File: src/rtl/cnn_mac_pkg.sv
// ----------------------------------------------------------------------------
// cnn_mac_pkg
//   Shared definitions for the pipelined signed MAC used in the CNN conv
//   datapath: default widths, the saturation result record and the clamp
//   helper used on the output path.
// ----------------------------------------------------------------------------
package cnn_mac_pkg;

   localparam int unsigned A_W_DEF       = 14;
   localparam int unsigned B_W_DEF       = 8;
   localparam int unsigned PROD_W_DEF    = A_W_DEF + B_W_DEF;
   localparam int unsigned NUM_STAGE_DEF = 2;
   localparam int unsigned ACC_W_DEF     = 32;
   localparam int unsigned OUT_W_DEF     = 22;

   // Clamp result: sat flags that value was pulled in to the OUT_W range.
   // value is kept at full 64-bit width; callers take the low OUT_W bits.
   typedef struct packed {
      logic        sat;
      logic [63:0] value;
   } sat_res_t;

   // Clamp a signed sum to the signed range of an out_w-bit word.
   function automatic sat_res_t sat_clamp(input logic signed [63:0] sum,
                                          input int unsigned        out_w);
      logic signed [63:0] hi;
      logic signed [63:0] lo;
      sat_res_t           r;
      hi      = (64'sd1 <<< (out_w - 1)) - 64'sd1;
      lo      = -(64'sd1 <<< (out_w - 1));
      r.sat   = 1'b0;
      r.value = sum;
      if (sum > hi) begin
         r.sat   = 1'b1;
         r.value = hi;
      end else if (sum < lo) begin
         r.sat   = 1'b1;
         r.value = lo;
      end
      return r;
   endfunction

endpackage

File: src/rtl/cnn_mac_pipe_sat_mul.sv
// ----------------------------------------------------------------------------
// cnn_mac_mul_pipe
//   NUM_STAGE-deep signed multiplier. The product is registered straight after
//   the multiply and then shifted along NUM_STAGE-1 further registers so the
//   whole chain can pack into a DSP48 (M/P registers). A valid bit and the
//   packet-last bit travel alongside the product.
//
// Ports
//   clk        clock, rising edge
//   rst_n      async active-low reset (clears the valid sideband only)
//   en         advance the pipeline; when low every stage holds
//   din_a      signed operand A (A_W)
//   din_b      signed operand B (B_W)
//   in_vld     beat valid entering stage 0
//   in_last    beat closes a packet
//   prod       signed product at the last stage (A_W+B_W)
//   prod_vld   valid bit at the last stage
//   prod_last  last bit at the last stage
// ----------------------------------------------------------------------------
module cnn_mac_mul_pipe
   import cnn_mac_pkg::*;
#(
   parameter  int unsigned A_W       = A_W_DEF,
   parameter  int unsigned B_W       = B_W_DEF,
   parameter  int unsigned NUM_STAGE = NUM_STAGE_DEF,
   localparam int unsigned PROD_W    = A_W + B_W
) (
   input  logic                     clk,
   input  logic                     rst_n,
   input  logic                     en,
   input  logic signed [A_W-1:0]    din_a,
   input  logic signed [B_W-1:0]    din_b,
   input  logic                     in_vld,
   input  logic                     in_last,
   output logic signed [PROD_W-1:0] prod,
   output logic                     prod_vld,
   output logic                     prod_last
);

   logic signed [PROD_W-1:0] p_q [NUM_STAGE];
   logic [NUM_STAGE-1:0]     v_q;
   logic [NUM_STAGE-1:0]     l_q;

   // Data registers carry no reset so they map onto the DSP pipeline
   // registers; the valid sideband alone decides whether they mean anything.
   always_ff @(posedge clk) begin
      if (en) begin
         p_q[0] <= din_a * din_b;
         for (int unsigned i = 1; i < NUM_STAGE; i++) begin
            p_q[i] <= p_q[i-1];
         end
      end
   end

   always_ff @(posedge clk or negedge rst_n) begin
      if (!rst_n) begin
         v_q <= '0;
         l_q <= '0;
      end else if (en) begin
         v_q[0] <= in_vld;
         l_q[0] <= in_last;
         for (int unsigned i = 1; i < NUM_STAGE; i++) begin
            v_q[i] <= v_q[i-1];
            l_q[i] <= l_q[i-1];
         end
      end
   end

   assign prod      = p_q[NUM_STAGE-1];
   assign prod_vld  = v_q[NUM_STAGE-1];
   assign prod_last = l_q[NUM_STAGE-1];

endmodule

File: src/rtl/cnn_mac_pipe_sat.sv
// ----------------------------------------------------------------------------
// cnn_mac_pipe_sat
//   Pipelined signed multiply-accumulate between the weight/feature-map
//   buffers and the conv output store. Products are summed per packet
//   (in_last closes a dot product) or emitted one by one, and the result is
//   optionally clamped to the signed OUT_W range.
//
// Ports
//   ap_clk    clock, rising edge
//   ap_rst_n  async active-low reset
//   din0      signed operand A (feature, A_W)
//   din1      signed operand B (weight, B_W)
//   in_vld    operand beat valid
//   in_last   beat is the last of its packet (ignored when ACC_EN=0)
//   in_rdy    unit accepts a beat this cycle
//   dout      signed result (OUT_W)
//   out_vld   dout valid
//   out_rdy   downstream accepts dout
//   out_sat   dout was clamped (qualified by out_vld)
//
// Latency from accepted last beat to out_vld is NUM_STAGE+1 cycles; one beat
// per cycle with back-to-back packets. A held output stalls the whole unit.
// ----------------------------------------------------------------------------
module cnn_mac_pipe_sat
   import cnn_mac_pkg::*;
#(
   parameter int unsigned A_W       = A_W_DEF,
   parameter int unsigned B_W       = B_W_DEF,
   parameter int unsigned NUM_STAGE = NUM_STAGE_DEF,
   parameter int unsigned ACC_W     = ACC_W_DEF,
   parameter int unsigned OUT_W     = OUT_W_DEF,
   parameter bit          ACC_EN    = 1'b1,
   parameter bit          SAT_EN    = 1'b1
) (
   input  logic                    ap_clk,
   input  logic                    ap_rst_n,
   input  logic signed [A_W-1:0]   din0,
   input  logic signed [B_W-1:0]   din1,
   input  logic                    in_vld,
   input  logic                    in_last,
   output logic                    in_rdy,
   output logic signed [OUT_W-1:0] dout,
   output logic                    out_vld,
   input  logic                    out_rdy,
   output logic                    out_sat
);

   localparam int unsigned PROD_W = A_W + B_W;

   logic                    stall;
   logic                    pipe_en;
   logic signed [PROD_W-1:0] prod;
   logic                    prod_vld;
   logic                    prod_last;

   logic signed [ACC_W-1:0] acc;
   logic signed [ACC_W-1:0] prod_ext;
   logic signed [ACC_W-1:0] sum;
   logic                    emit;
   sat_res_t                clamp;
   logic [OUT_W-1:0]        dout_d;
   logic                    sat_d;
   logic                    unused_clamp_hi;

   // A result waiting on downstream freezes every stage, so nothing in flight
   // can overtake or overwrite it.
   assign stall   = out_vld & ~out_rdy;
   assign in_rdy  = ~stall;
   assign pipe_en = ~stall;

   cnn_mac_mul_pipe #(
      .A_W       (A_W),
      .B_W       (B_W),
      .NUM_STAGE (NUM_STAGE)
   ) u_mul (
      .clk       (ap_clk),
      .rst_n     (ap_rst_n),
      .en        (pipe_en),
      .din_a     (din0),
      .din_b     (din1),
      .in_vld    (in_vld),
      .in_last   (in_last),
      .prod      (prod),
      .prod_vld  (prod_vld),
      .prod_last (prod_last)
   );

   always_comb begin
      prod_ext = ACC_W'(prod);
      sum      = ACC_EN ? (acc + prod_ext) : prod_ext;
      emit     = prod_vld & (~ACC_EN | prod_last);
      clamp    = sat_clamp(64'(sum), OUT_W);
      if (SAT_EN) begin
         dout_d = clamp.value[OUT_W-1:0];
         sat_d  = clamp.sat;
      end else begin
         dout_d = sum[OUT_W-1:0];
         sat_d  = 1'b0;
      end
   end

   // Upper clamp bits are sign copies of dout_d and are deliberately dropped.
   assign unused_clamp_hi = ^(clamp.value >> OUT_W);

   // Accumulator and output register. Outside a stall out_vld is either
   // already low or being handshaked, so it simply follows emit; a new result
   // may replace the one accepted in the same cycle.
   always_ff @(posedge ap_clk or negedge ap_rst_n) begin
      if (!ap_rst_n) begin
         acc     <= '0;
         out_vld <= 1'b0;
         dout    <= '0;
         out_sat <= 1'b0;
      end else if (!stall) begin
         if (emit) begin
            acc     <= '0;
            out_vld <= 1'b1;
            dout    <= dout_d;
            out_sat <= sat_d;
         end else begin
            out_vld <= 1'b0;
            if (prod_vld) begin
               acc <= sum;
            end
         end
      end
   end

endmodule
File: config.mk
export PLATFORM = sky130hd
export DESIGN_NAME = cnn_mac_pipe_sat
export DESIGN_NICKNAME = d
export VERILOG_FILES = /design/src/rtl/cnn_mac_pkg.sv /design/src/rtl/cnn_mac_pipe_sat_mul.sv /design/src/rtl/cnn_mac_pipe_sat.sv
export SDC_FILE = /design/constraint.sdc
export NUM_CORES = 1
export LEC_CHECK = 0
export CAP_MARGIN = 20
export CORE_MARGIN = 3
export CORE_UTILIZATION = 36
export CTS_CLUSTER_DIAMETER = 30
export DETAILED_ROUTE_END_ITERATION = 12
export PLACE_DENSITY_LB_ADDON = 0.08
export SLEW_MARGIN = 25
export SYNTH_ARGS = -nofsm -noshare
export SYNTH_HDL_FRONTEND = slang
export SYNTH_SLANG_ARGS = --single-unit
File: constraint.sdc
create_clock -name ap_clk -period 3.4 [get_ports ap_clk]
set_input_delay 0.85 -clock ap_clk [delete_from_list [all_inputs] [get_ports ap_clk]]
set_output_delay 0.85 -clock ap_clk [all_outputs]
set_load 0.03 [all_outputs]
==> run_results.csv <==
group,metric,value,unit
cells_and_area,syn_to_final_growth,31.6,%
cts,cts.sinks,104,
logic_synthesis,synth_commonest_cells,"142 x inv_1, 92 x fa_1, 75 x nand2_1",
floorplanning,io_pins,52,
timing,maxSlewHeadroom,58.1,%
power_and_ir_drop,comb_power_share,76.1,%
detailed_routing,wl_per_cell,15.4,um
timing,final_hold_viol_count,0,
power_and_ir_drop,ir_drop,0.523,mV
worst_setup_path,cp_cell_sequence,"buf_4, and2_4, ha_4, fa_1, inv_2, fa_1, fa_1, inv_2, ha_4, nor2b_4, o21ai_4, a21boi_4, o21ai_2, a21boi_2, o21ai_2, a21o_1, a21oi_2, and4b_1, or3_1",
floorplanning,dieWidth,170,um
detailed_routing,vias,7363,
logic_synthesis,synth.distinct_cells,77,
global_routing,grt_pass1_wl,38.6,mm
logic_synthesis,synth.yosys.seq_area_share,29.3,%
global_routing,grt-ovfl-total,0,
cts,clk_pin_slew_worst_paths,0.07,ns
cts,cts_buffers,9,
timing,setup_viol,38,
global_routing,grt_pass1_vias,7708,
cells_and_area,final_util,48.5,%
floorplanning,start_util,36.8,%
place,gp_congestion,0.820,
worst_setup_path,start_kind,"input pin",
logic_synthesis,synth_edf_count,44,
timing,rsz0062_at_grt,"yes",
logic_synthesis,synth_area_leader_cell,"fa_1",
logic_synthesis,yosysWarnings,0,
logic_synthesis,synth_area,9620,um2
power_and_ir_drop,power_frac_seq,16.7,%
cts,cts_tree,"yes",
worst_setup_path,max_stage_delay,0.54,ns
worst_setup_path,end_kind,"flop",
timing,slew_violations,0,
power_and_ir_drop,swShare,44.3,%
logic_synthesis,syn-num-nets,1157,
place,postPlaceCellArea,11700,um2
cts,cts_buffer_depth,2,
timing,skew,0.0155,ns
logic_synthesis,avgSynthCellArea,9.96,um2
worst_setup_path,worstPathMaxFanout,5,
place,pre_cts_ws,-2.40,ns
logic_synthesis,ys_ff_latch,104,
cells_and_area,design_area,12700,um2
cells_and_area,drive_above_1_share,30.4,%
floorplanning,die-area,28700,um2
detailed_routing,dr.first_iter.drc_count,296,
worst_setup_path,crit_required,3.49,ns
floorplanning,die_h,170,um
timing,worst_pin_slew,0.624,ns
global_routing,grt_max_degree,50,
global_routing,grt_util_all_layers,16.4,%
logic_synthesis,synth_area_leaders,"fa_1 19%, dfrtp_1 16%, edfxtp_1 14%",
logic_synthesis,synthArstFlopShare,57.7,%
power_and_ir_drop,p_leak,5.78,nW
cells_and_area,final_nets,1363,
power_and_ir_drop,clockPowerShare,7.2,%
cts,cts_root_buffer,"clkbuf_16",
timing,timing.final.crit_period,4.78,ns
place,hpwlAfterDp,18.3,mm
cells_and_area,antennaDiodeCount,0,
worst_setup_path,slowest_stage,"fa_1",
timing,tns,-16.20,ns
cts,cts_hold_buf,0,
worst_setup_path,worstPathArrival,4.87,ns
logic_synthesis,synth_top_area_share,19.1,%
place,portBuffers,51,
detailed_routing,drc,0,
job,drv_cap,0,
global_routing,antenna_found_initial,0,
outcome,violations,"setup timing",
floorplanning,core_area,26100,um2
power_and_ir_drop,power_per_cell_area,1160,nW/um2
timing,hold_slack,0.420,ns
power_and_ir_drop,internal-power,0.00819,W
outcome,status,"finished with violations",
timing,period_share,141,%
detailed_routing,ant_nets,0,
cts,clkLatencyLatePin,0.36,ns
floorplanning,rows,59,
worst_setup_path,crit_top_cell,"fa_1",
worst_setup_path,crit_type,"input pin to flop",
cts,h-tree-depth,3,
logic_synthesis,synthCells,966,
detailed_routing,drt_first_pass_iters,4,
logic_synthesis,synth_ff_type,"dfrtp_1",
detailed_routing,viasPerCell,4.87,
timing,fmax,209,MHz
detailed_routing,wl,23.3,mm
logic_synthesis,synth_most_common_cell,"inv_1",
power_and_ir_drop,switchingPower,0.00650,W
timing,fin_ws,-1.38,ns
worst_hold_path,min-delay-path-class,"flop to flop",
==> kinds of logic after synthesis <==
logic type               Yosys count  synth area share [%]
AND/OR/NAND/NOR                  266                  14.0
AO/OA/AOI/OAI                    203                  15.7
buffers and inverters            173                  7.05
adder cells (fa/ha/maj)          164                  28.5
flip-flops                       104                  29.3
XOR/XNOR                          48                  4.45
multiplexers                       8                 0.910
==> worst max-delay path: cells and delay by family <==
kind	cells	cell delay (ns)
adders and majority gates	5	2.02
buffers and inverters	3	0.23
and+or+nand+nor	4	0.84
AOI/OAI and AO/OA	7	0.93
==> timing repair <==
action	in CTS	in global routing
gates resized for setup	129	83
setup buffers	30	10
cloned	0	1
setup endpoints to repair	40	41
pin swaps	84	65
==> cell usage in the layout, fill, tap and decap left out, types with 11 or more instances in the layout <==
| cell | count |
|---|---|
| xnor2_1 | 32 |
| a21o_1 | 14 |
| nor2_1 | 53 |
| dfrtp_1 | 60 |
| edfxtp_1 | 44 |
| nand2_1 | 63 |
| clkdlybuf4s50_1 | 28 |
| buf_6 | 15 |
| inv_2 | 19 |
| inv_1 | 123 |
| a22o_1 | 17 |
| xor2_1 | 14 |
| nand3_1 | 14 |
| and2_1 | 61 |
| fa_1 | 84 |
| a21oi_1 | 26 |
| a21oi_2 | 11 |
| buf_4 | 163 |
| ha_4 | 14 |
| o22ai_2 | 13 |
| ha_1 | 56 |
| o21ai_0 | 39 |
==> through the flow <==
stage                     total power [W]  std cells
after floorplan                   0.00901        966
after global placement             0.0124       1460
after detailed placement           0.0125       1460
after CTS                          0.0143       1506
after global routing               0.0161       1512
final                              0.0147       1512
==> final timing paths <==
kind / start / to / slack (ns) / cells past startpoint
worst max-delay path: din0[5] / u_mul.p_q[0][18] / -1.38 / 19
worst min-delay path: u_mul.p_q[0][15] / u_mul.p_q[0][37] / 0.42 / 0
worst max register to register: u_mul.p_q[0][22] / dout[14] / -0.08 / 16
worst min register to register: u_mul.p_q[0][15] / u_mul.p_q[0][37] / 0.42 / 0
max in group asynchronous: ap_rst_n / acc[18] / 2.23 / 2
min in group asynchronous: ap_rst_n / dout[4] / 0.44 / 1
==> routing by layer <==
layer	part of all wire, %	global-route usage, %
met2	47	27.7
met1	48	22.9
met5	0	0
met3	2.9	1.26
met4	1.4	4.45
==> registers in the layout, summed over array words and instances (netlist names) <==
signal / count
u_mul.v_q: 2
dout: 22
out_vld: 1
u_mul.l_q: 2
acc: 32
out_sat: 1
u_mul.p_q: 44
==> layout make-up <==
class / count / area (um2)
fill: 2513 / 13500
inverter: 142 / 533
sequential: 104 / 2820
timing repair buffer: 226 / 1930
multi-input combinational: 689 / 6660
clock inverter: 7 / 82.6
clock buffer: 9 / 225
tap: 335 / 419
==> power by group through the flow <==
| stage | Combinational (W) | Clock [W] | Sequential, W |
|---|---|---|---|
| 2_1_floorplan | 0.00642 | 0 | 0.00260 |
| 3_3_place_gp | 0.00995 | 0 | 0.00246 |
| 3_5_place_dp | 0.0100 | 0 | 0.00246 |
| 4_1_cts | 0.0108 | 0.00109 | 0.00245 |
| 5_1_grt | 0.0124 | 0.00113 | 0.00250 |
| 6_report | 0.0112 | 0.00106 | 0.00245 |
(Power assumes the default switching activity.)
